--- config.mk ---
export PLATFORM = sky130hd
export DESIGN_NAME = mem_port_arbiter
export DESIGN_NICKNAME = d
export VERILOG_FILES = /design/src/rtl/mem_port_arbiter_pkg.sv /design/src/rtl/mem_port_arbiter_rr_pick.sv /design/src/rtl/mem_port_arbiter.sv
export SDC_FILE = /design/constraint.sdc
export NUM_CORES = 1
export LEC_CHECK = 0
export CORE_AREA = 2 2 203 205
export CTS_CLUSTER_SIZE = 25
export DETAILED_ROUTE_END_ITERATION = 7
export DIE_AREA = 0 0 205 207
export DONT_BUFFER_PORTS = 1
export HOLD_SLACK_MARGIN = 0.1
export SLEW_MARGIN = 10
export SYNTH_ARGS = -nofsm -noshare
export SYNTH_HDL_FRONTEND = slang
export SYNTH_SLANG_ARGS = --single-unit
export TNS_END_PERCENT = 50
--- constraint.sdc ---
create_clock -name clk -period 5.4 [get_ports clk]
set_clock_uncertainty 0.2 [all_clocks]
set_input_delay 1.62 -clock clk [delete_from_list [all_inputs] [get_ports clk]]
set_output_delay 1.62 -clock clk [all_outputs]
set_load 0.005 [all_outputs]
--- src/rtl/mem_port_arbiter_pkg.sv ---
// Shared types for the memory port arbiter.
// Holds the arbiter FSM state encoding.
package mem_port_arbiter_pkg;

  typedef enum logic [1:0] {
    IDLE,
    ISSUE,
    WAIT_RESP
  } arb_state_t;

endpackage

--- src/rtl/mem_port_arbiter_rr_pick.sv ---
// Round-robin winner selection, purely combinational.
// Prefers the lowest requester above last_grant, then wraps to the lowest.
module rr_pick #(
  parameter int LOG_REQ = 1
) (
  input  logic [2**LOG_REQ-1:0] req_i,
  input  logic [LOG_REQ-1:0]    last_grant_i,
  output logic [LOG_REQ-1:0]    winner_o,
  output logic                  any_o
);

  localparam int N = 2**LOG_REQ;

  logic               hi_found;
  logic [LOG_REQ-1:0] hi_idx;
  logic [LOG_REQ-1:0] lo_idx;

  // Descending scan so the lowest matching index is written last.
  always_comb begin
    hi_found = 1'b0;
    hi_idx   = '0;
    lo_idx   = '0;
    for (int i = N - 1; i >= 0; i--) begin
      if (req_i[i]) begin
        lo_idx = LOG_REQ'(i);
        if (i > int'(last_grant_i)) begin
          hi_idx   = LOG_REQ'(i);
          hi_found = 1'b1;
        end
      end
    end
  end

  assign winner_o = hi_found ? hi_idx : lo_idx;
  assign any_o    = |req_i;

endmodule

--- src/rtl/mem_port_arbiter.sv ---
// Round-robin arbiter funnelling N requesters onto one memory port,
// with a single transaction outstanding at a time.
module mem_port_arbiter
  import mem_port_arbiter_pkg::*;
#(
  parameter int LOG_REQ = 1,
  parameter int ADDR_W  = 64,
  parameter int DATA_W  = 64
) (
  input  logic                        clk,
  input  logic                        reset,
  input  logic [2**LOG_REQ-1:0]        req_valid,
  input  logic [2**LOG_REQ-1:0]        req_write,
  input  logic [2**LOG_REQ*ADDR_W-1:0] req_addr,
  input  logic [2**LOG_REQ*DATA_W-1:0] req_wdata,
  output logic [2**LOG_REQ-1:0]        req_ready,
  output logic [2**LOG_REQ-1:0]        resp_valid,
  output logic [DATA_W-1:0]            resp_data,
  output logic                        mem_req_valid,
  output logic                        mem_req_write,
  output logic [ADDR_W-1:0]           mem_req_addr,
  output logic [DATA_W-1:0]           mem_req_wdata,
  input  logic                        mem_req_ready,
  input  logic                        mem_resp_valid,
  input  logic [DATA_W-1:0]           mem_resp_data
);

  arb_state_t         state_q;
  logic [LOG_REQ-1:0] last_q;
  logic [LOG_REQ-1:0] owner_q;
  logic               write_q;
  logic [ADDR_W-1:0]  addr_q;
  logic [DATA_W-1:0]  wdata_q;

  logic [LOG_REQ-1:0] win;
  logic               any;
  logic [ADDR_W-1:0]  addr_d;
  logic [DATA_W-1:0]  wdata_d;

  rr_pick #(
    .LOG_REQ(LOG_REQ)
  ) u_pick (
    .req_i       (req_valid),
    .last_grant_i(last_q),
    .winner_o    (win),
    .any_o       (any)
  );

  assign addr_d  = req_addr[win*ADDR_W +: ADDR_W];
  assign wdata_d = req_wdata[win*DATA_W +: DATA_W];

  always_ff @(posedge clk or posedge reset) begin
    if (reset) begin
      state_q <= IDLE;
      last_q  <= '1;
      owner_q <= '0;
      write_q <= 1'b0;
      addr_q  <= '0;
      wdata_q <= '0;
    end else begin
      unique case (state_q)
        IDLE: begin
          if (any) begin
            owner_q <= win;
            write_q <= req_write[win];
            addr_q  <= addr_d;
            wdata_q <= wdata_d;
            state_q <= ISSUE;
          end
        end
        ISSUE: begin
          if (mem_req_ready) state_q <= WAIT_RESP;
        end
        WAIT_RESP: begin
          if (mem_resp_valid) begin
            last_q  <= owner_q;
            state_q <= IDLE;
          end
        end
        default: state_q <= IDLE;
      endcase
    end
  end

  // Gated by reset so outputs drop immediately, not at the next edge.
  always_comb begin
    req_ready  = '0;
    resp_valid = '0;
    resp_data  = '0;
    if (!reset && state_q == IDLE && any)
      req_ready[win] = 1'b1;
    if (!reset && state_q == WAIT_RESP && mem_resp_valid) begin
      resp_valid[owner_q] = 1'b1;
      resp_data           = mem_resp_data;
    end
  end

  assign mem_req_valid = !reset && state_q == ISSUE;
  assign mem_req_write = write_q;
  assign mem_req_addr  = addr_q;
  assign mem_req_wdata = wdata_q;

endmodule

# Word-level counts from Yosys, hierarchy flattened
# Cells that the tools add are included.
# word_totals
reg_bits	133
latch_bits	0
ramBits	0
mem_bits_ro	0
out_inout_bits	198
word_cells	49
n_memories	0
# op_classes
addsub	0
n_mul	0
n_div	0
magnitude_cmp	5
n_eq_ne	5
shifts	2
muxes	18
n_bitwise	0
n_reduce_logical	13
# ops
cell	n
$shiftx A128 B8 Y64	2
$mux W64	1
$mux W2	5
$mux W1	9
$logic_and A1 B1 Y1	7
$ne A2 B2 Y1 const B	3
$pmux W2 S3	1
$lt A1 B2 Y1 const B	2
$reduce_and A2 Y1	2
$reduce_and A3 Y1	1
$demux W1 S1	2
$eq A2 B1 Y1 const B	1
$eq A2 B2 Y1 const B	1
$ge A1 B1 Y1 const B	2
$logic_not A2 Y1	1
$reduce_or A2 Y1	1
$gt A1 B1 Y1 const A	1
$logic_not A1 Y1	1

# Longest topological paths before layout
# logic_depth
ltp_word	9
ltp_mapped	6

# Hierarchy
# From an unflattened synthesis, not the netlist that was laid out.
# hier_totals
cells_unflattened	510
area_unflattened_um2	7225.7
# by_module_without_submodules
mod	n_inst	cells_per_inst	area_each_um2
mem_port_arbiter	1	508	7211.9
rr_pick	1	2	13.8

# Worst setup path before layout
# No wires, ideal clock.
# synth_timing
kind	input -> output
from	input mem_resp_valid
to	output resp_data[13]
arrival_time_ns	2.444
required_ns	3.580
slack_ns	1.136
cell_stages	5
n_path_buf	2
cell_sequence	nand3b_1 nor2_1 clkbuf_1 clkbuf_1 and2_1
# synth_between
elab_chain_len	2
# synth_rtl
item	line_no	text
start, declared	mem_port_arbiter.sv:24	input logic mem_resp_valid,
$logic_and A1 B1 Y1	mem_port_arbiter.sv:92	if (!reset && state_q == WAIT_RESP && mem_resp_valid) begin
$mux W64	mem_port_arbiter.sv:92	
end, declared	mem_port_arbiter.sv:18	output logic [DATA_W-1:0] resp_data,
# Every way passes these cells.

# Worst setup path in the final report
# layout_timing
from	input mem_resp_valid
to	output resp_data[50]
# Same word-level chain as after synthesis.

==> results.ini <==
[run_status]
outcome=complete, no violations

[worst_hold_path]
hold-path-cell-count=2
min-delay-path-class=reg -> reg
hold_path_startpoint=state_q[1]$_DFFE_PP0P_

[cts]
cts_repair_resize_count=0
tritoncts=built
clock-root-buffer=sky130_fd_sc_hd__clkbuf_16
clock_sink_count=133
cts_buffers=17
postCtsSetupRepairBufs=0
cts-htree-levels=4
worst_skew_pair.late_latency_ps=460
worst_setup_hold_path_clk_slew_ps=70
ctsLongestPathBuffers=2
ctsHoldBuffers=0

[layout]
nets=834
final_layout_size_suffix_gt1_share_pct=22.0
finalInstanceArea_um2=7680
finalNonFillerCells=1065
final.fill_count=4390
final_core_util_pct=19.0
area_growth_pct=18.2

[drt]
wire_per_inst_um=25.8
dr_wl_met2_um=14100
detail_route.iter0.violations=474
met3RoutedLength_um=2700
vias=5103
drc_violation_count_after_routing=0
postRouteAntennaNets=0
met1Wirelength_um=9620
routed_wirelength_um=27500
via_per_inst=4.79
top_layer_used=met5
drt_pre_antenna_iters=4

[critical_path]
r2r_path_start=state_q[0]$_DFFE_PP0P_
timing.critical_path.fanout_max=65
setup_crit_start=mem_resp_valid
timing_worst_setup_path_type=in -> out
critical_path.endpoint_type=primary output
worst-endpoint-arrival_ps=2570
r2r_cells=4
critPathLaunchType=input port
required_ps=3580

[synth]
syn-instance-count=544
synth.cells.most_frequent=132 x sky130_fd_sc_hd__dfrtp_1, 67 x sky130_fd_sc_hd__o21bai_1, 67 x sky130_fd_sc_hd__o221a_2
synthArstFlopShare_pct=100
yosys_warnings=0
ys_top_cells_by_area=sky130_fd_sc_hd__dfrtp_1 51%, sky130_fd_sc_hd__o221a_2 12%, sky130_fd_sc_hd__a221o_1 9.6%
synth_enable_flop_cells=0
ys_ff_latch=133
yosys.area.top_type=sky130_fd_sc_hd__dfrtp_1
synth.top_cell.area_share_pct=50.8
yosysUniqueCellTypes=22
syn-num-nets=872
synth.avg_cell_area_um2=11.9
synth_top_flop_cell=sky130_fd_sc_hd__dfrtp_1
yosysMostFrequentCell=sky130_fd_sc_hd__dfrtp_1
cell_area_after_technology_mapping_um2=6500
synth_sequential_area_ratio_pct=51.2

[flow_run]
cap_violations=0

[global_routing]
globalRouteTotalUtil_pct=12.5
grt_overflow_total=0
global_route_wire_length_before_repair_um=37400
grt_start_max_net_pins=132
grt_pass1_vias=4953
grt_antenna_before_repair=28

[pwr]
powerDensity_nw_per_um2=645
leakage_power_total_uw=0.00295
ir_worst_vdd_v=0.000526

[floorplanning]
area_of_the_die_um2=42400
num_io_pins=526
floorplan.die.height_um=207
die_width_um=205
fp-row-count=74
placeableCoreArea_um2=40400
starting_density_of_the_core_pct=16.1

[sta]
worst_slew_margin_rel_pct=27.7
tightestPinTransition_ps=1080
timing.final.setup_violations=0
fin_tns_setup_ps=0
maxSlewViolCount=0
final.period_utilization_pct=81.3
report.final.hold_viol_count=0
period_minus_slack_ps=4390
fmax_mhz=228
grt_setup_unrepaired=no

[place]
port-buffer-count=0
gp_congestion=0.882
estimated_wirelength_of_the_detail_placed_design_um=20400
placed_cells_incl_taps=1019
postPlaceCellArea_um2=6990

-- worst max-delay path, stage by stage --
cell                       delay [ps]
sky130_fd_sc_hd__nand3b_1         150
sky130_fd_sc_hd__nor2_4           120
sky130_fd_sc_hd__buf_4            410
sky130_fd_sc_hd__and2_1           250
-- cells in the final DEF, fill, tap and decap left out, drive strengths merged --
cell	count
dfrtp	132
o21bai	67
o221a	67
and2	65
o21a	63
a221o	62
clkbuf	25
diode	14
nor2	7
buf	7
bufinv	4
nand2b	3
nand3	2
o22ai	2
clkinvlp	2
inv	2
and3	2
nand2	1
or2	1
nand3b	1
nor3	1
mux2	1
clkinv	1
dfstp	1
-- path summary, 6_finish.rpt --
kind	end	slack [ps]
worst min register to register	state_q[1]$_DFFE_PP0P_	410
worst max register to register	mem_req_addr[45]$_DFFE_PP0P_	2840
worst max-delay path	resp_data[50]	1010
max in group asynchronous	mem_req_wdata[46]$_DFFE_PP0P_	3360
min in group asynchronous	mem_req_addr[10]$_DFFE_PP0P_	900
worst min-delay path	state_q[1]$_DFFE_PP0P_	410
-- state kept, by name, indices dropped and copies added, names as in the netlist --
register,flops
last_q,1
mem_req_write,1
mem_req_wdata,64
state_q,2
mem_req_addr,64
owner_q,1
-- metrics by stage --
step / hold WS (ps) / power [uW] / setup WS (ps)
2_1_floorplan: 296 / 3210 / 27.3
3_3_place_gp: 395 / 3610 / 1090
3_5_place_dp: 395 / 3660 / 1040
4_1_cts: 411 / 5020 / 1040
5_1_grt: 424 / 5240 / 970
6_report: 412 / 4950 / 1010
-- logic make-up (layout without fill, tap and decap cells) --
| group | after synthesis | after routing | synth area share [%] |
|---|---|---|---|
| AO/OA/AOI/OAI | 261 | 261 | 36.4 |
| buffers and inverters | 66 | 41 | 4.56 |
| flip-flops | 133 | 133 | 51.2 |
| multiplexers | 1 | 1 | 0.173 |
| other | 0 | 14 | 0 |
| AND/OR/NAND/NOR | 83 | 83 | 7.64 |
-- report_power, final --
group / total [uW] / switching, uW / leakage [uW] / internal, uW
clock: 1310 / 463 / 0.000316 / 845
sequential: 1970 / 474 / 0.00154 / 1490
combinational: 1680 / 807 / 0.00109 / 870
-- area by class of cell --
cell class / count / area (um2) / share of cell area, %
Clock inverter: 7 / 140 / 1.82
Timing Repair Buffer: 7 / 77.6 / 1.01
Tap cell: 532 / 666 / 8.67
Antenna cell: 14 / 35.0 / 0.456
Multi-Input combinational cell: 345 / 2910 / 37.8
Sequential cell: 133 / 3330 / 43.3
Inverter: 2 / 12.5 / 0.163
Clock buffer: 25 / 515 / 6.71
-- routing by layer --
metal	GRT usage [%]	vias up
met5	0	-
met1	12.8	2587
li1	-	2058
met3	5.27	67
met2	21.9	381
met4	6.00	10
No activity file was read; power rests on OpenSTA's default activity.
==> variant 1 (same flow settings) <==
The parameter `DATA_W` goes from 64 to 32.
--- a/src/rtl/mem_port_arbiter.sv
+++ b/src/rtl/mem_port_arbiter.sv
@@ -5,7 +5,7 @@
 #(
   parameter int LOG_REQ = 1,
   parameter int ADDR_W  = 64,
-  parameter int DATA_W  = 64
+  parameter int DATA_W  = 32
 ) (
   input  logic                        clk,
   input  logic                        reset,
Ports: changed (resized mem_req_wdata, mem_resp_data, req_wdata and resp_data); port bits go from 526 to 366. The function was not compared with the original's and may differ.
==> variant 1 against the original RTL <==
Area after synthesis fell by 17%. Wire length fell by 51%. Sequential cell count fell by 32. Via count fell by 42%. Power fell by 34%. Worst setup slack improved by 0.18 ns. Die area did not move. Design area fell by 18%. Critical path depth did not move. Combinational power fell by 35%. Largest power group unchanged.
==> variant 1: results (changes against the original RTL) <==
DP Worst Slack = 1.204 ns (+0.1663 ns)
Non-clock inverters = 3 (+1)
Num CTS Buffers = 9 (-8)
multi-input combinational area share = 43.30% (+5.5 points)
max incr delay on CP = 0.25 ns (-0.16 ns)
Data buffer area share = 0.8723% (-0.14 points)
drt initial violations = 43 (-91%)
RD Place Congestion = 0.7072 (-20%)
syn nets = 607 (-30%)
Post-synth top cells = 134 x mux2_2, 100 x dfrtp_1, 60 x mux2_4, 32 x and2_1, 15 x buf_2
post-synth cell types = 20 (-9.1%)
Switching Share = 31.12% (-4.1 points)
largest net degree at the start of global routing = 62 (-53%)
nets@finish = 597 (-28%)
Max VDD drop = 0.3694 mV (-30%)
Final clock-cell share = 4.996% (-3.5 points)
Skew-Pair Late Insertion Delay = 0.37 ns (-0.09 ns)
first-pass GRT wire length = 18310 um (-51%)
synth top area cells = dfrtp_1 46%, mux2_2 28%, mux2_4 17%
antenna violations before repair = 1 (-96%)
WP data arrival = 2.39 ns (-0.18 ns)
vias in the first global route = 3119 (-37%)
status = complete, no violations
post-synthesis mux area share = 44.49% (+44 points)
comb_multi_in = 246 (-29%)
Inst Count DP = 886 (-13%)
FF+latch count, synth = 101 (-24%)
total wire length = 13420 um (-51%)
==> variant 1: final timing paths <==
kind,start,to,slack (ns),cells past startpoint
min in group asynchronous,reset,mem_req_addr[61],1.06,1
worst max-delay path,mem_resp_valid,resp_data[19],1.19,4
worst min register to register,last_q,last_q,0.31,2
worst min-delay path,last_q,last_q,0.31,2
max in group asynchronous,reset,mem_req_addr[32],2.89,2
worst max register to register,last_q,mem_req_wdata[2],2.81,4
==> variant 1: logic make-up (layout without fill, tap and decap cells) <==
group,Yosys count,count (layout)
and+or+nand+nor,44,44
DFF,101,101
muxes,194,194
AOI/OAI and AO/OA,8,8
buffers and inverters,28,22
==> variant 1: layer usage <==
layer | vias up | global-route usage (%) | wire (um)
met5 | - | 0 | 13
li1 | 1297 | - | -
met2 | 231 | 10.75 | 6915
met4 | 2 | 3.126 | 285
met1 | 1428 | 6.044 | 4908
met3 | 15 | 2.360 | 1296
==> variant 2 (same settings) <==
Without the edit above. Encoding of `arb_state_t`: now one-hot (3 bits for 3 states).
--- a/src/rtl/mem_port_arbiter_pkg.sv
+++ b/src/rtl/mem_port_arbiter_pkg.sv
@@ -2,10 +2,10 @@
 // Holds the arbiter FSM state encoding.
 package mem_port_arbiter_pkg;
 
-  typedef enum logic [1:0] {
-    IDLE,
-    ISSUE,
-    WAIT_RESP
+  typedef enum logic [2:0] {
+    IDLE      = 3'b001,
+    ISSUE     = 3'b010,
+    WAIT_RESP = 3'b100
   } arb_state_t;
 
 endpackage
Behaviour: same outputs for any inputs over 4 cycles, from zero or initial values and one cycle with reset high; so few cycles prove little.
==> variant 2 against the original RTL <==
Count of clock-buffer cells in the layout fell by 4. Critical path type unchanged. Synthesized cell count rose by 25%. Wire length fell by 12%. Area after synthesis rose by 4.6%. Power fell by 6.9%. Design area rose by 3.0%. Worst hold slack got worse by 0.065 ns. Worst setup slack got worse by 0.23 ns. Sequential share of layout area fell by 0.93 points. Sequential cell count rose by 1.
==> variant 2: results (changes against the original RTL) <==
Min-Delay Path Class = register to register
Reg2Reg Setup Slack = 2.62 ns (-0.22 ns)
Psw = 1.682 mW (-3.6%)
R2R depth = 5 (+1)
RD Place Congestion = 1.026 (+16%)
Max VDD drop = 0.2198 mV (-58%)
drt initial violations = 362 (-24%)
final hold slack = 0.3469 ns (-0.06501 ns)
CTS clock-pin slew for the worst setup and hold paths = 0.07 ns (about the same)
Root Driver = clkbuf_16
Skew-Pair Late Insertion Delay = 0.46 ns (about the same)
worst slew pin tran = 0.9553 ns (-0.1290 ns)
M1 WL = 9826 um (+2.2%)
sequential area share after synthesis = 49.37% (-1.9 points)
first-pass GRT wire length = 33040 um (-12%)
H-tree levels = 4 (unchanged)
hold path startpoint = owner_q
antenna violations before repair = 16 (-43%)
Synth async-reset ratio = 100.0% (unchanged)
met3 routed WL = 2702 um (+0.22%)
total wire length = 24270 um (-12%)
synth top area cells = dfrtp_1 49%, o221ai_1 8.0%, a21o_1 7.4%
ratio of cells with drive above 1 in the final layout = 14.00% (-8.0 points)
Post-CTS Setup Bufs = 0 (unchanged)
delay-heaviest family, CP = simple AND/OR/NAND/NOR gates
reg2reg end = mem_req_addr[14]
max layer used = met5
worst hold stages = 1 (-1)
post-synth cell types = 26 (+18%)
Hold EP = owner_q
critical path peak fanout = 67 (+3.1%)
DP Area = 7293 um2 (+4.4%)
hpwl dp = 18070 um (-12%)
routed wl met2 = 11060 um (-22%)
max incr delay on CP = 0.86 ns (+0.45 ns)
via count = 5502 (+7.8%)
Yosys warning count = 0 (unchanged)
max frequency = 216.3 MHz (-5.0%)
status = complete, no violations
vias in the first global route = 5113 (+3.2%)
syn nets = 1009 (+16%)
Worst path slowest cell = and4bb_2
post_cts resized = 0 (unchanged)
WP data arrival = 2.80 ns (+0.23 ns)
Post-synth top cells = 132 x dfrtp_1, 126 x inv_1, 67 x a21o_1, 65 x and3_1, 63 x o21ai_0
clock tree buffer depth = 2 (unchanged)
leak pwr = 3.699 nW (+25%)
Tot GR Track Use = 10.78% (-1.8 points)
Num CTS Buffers = 17 (unchanged)
Critical R2R Launch = state_q[0]
largest net degree at the start of global routing = 102 (-23%)
First-pass DRT Iterations = 5 (+1)
Port Buffers = 0 (unchanged)
nets@finish = 967 (+16%)
variant 2: area by class of cell:
| cell class | instances | area (um2) |
|---|---|---|
| diodes | 18 | 45.04 |
| clock buffers | 21 | 470.5 |
| clock inverters | 9 | 102.6 |
| fillers | 4403 | 32460 |
| inverters | 126 | 478.0 |
| multi-input cells | 350 | 2719 |
| flip-flops and latches | 134 | 3356 |
| well taps | 532 | 665.6 |
| repair buffers | 10 | 75.07 |
variant 2: power groups by stage:
stage / clock [mW] / sequential, mW / combinational, mW
global placement: 0 / 1.98 / 1.45
global route: 1.25 / 2.01 / 1.65
CTS: 1.22 / 1.97 / 1.50
detailed placement: 0 / 1.97 / 1.51
floorplan: 0 / 1.80 / 1.23
finish: 1.16 / 1.96 / 1.49
variant 2: metal layers:
metal	GRT usage, %	up-vias
met3	5.192	35
met5	1.152	-
met2	16.11	394
met1	12.54	2663
li1	-	2408
met4	5.830	2
variant 2: cells by family (layout without fill, tap and decap cells):
family,count (synthesis),after routing,share of synthesized area (%)
AO/OA/AOI/OAI,263,263,31.48
buffers and inverters,197,166,11.10
flip-flops,134,134,49.37
AND/OR/NAND/NOR,86,86,7.879
multiplexers,1,1,0.1657
other,0,18,0
variant 2: how the worst max path moves through the flow:
stage	startpoint	end	slack [ns]	cells past startpoint
global route	mem_resp_valid	resp_valid[0]	0.67	3
floorplan	reset	resp_data[55]	0.43	3
CTS	mem_resp_valid	resp_data[15]	0.85	2
global placement	mem_resp_valid	resp_data[18]	0.92	2
detailed placement	mem_resp_valid	resp_data[15]	0.85	2
finish	mem_resp_valid	resp_data[17]	0.78	2
variant 2: through the flow:
stage / utilization, % / setup slack (ns) / total power [mW] / instances
after floorplan: - / 0.4329 / 3.028 / 681
after global placement: 18.07 / 0.9190 / 3.430 / 1152
after detailed placement: 18.07 / 0.8455 / 3.482 / 1152
after CTS: 19.49 / 0.8457 / 4.695 / 1182
after global routing: 19.57 / 0.6660 / 4.907 / 1196
final: 19.60 / 0.7762 / 4.611 / 1200
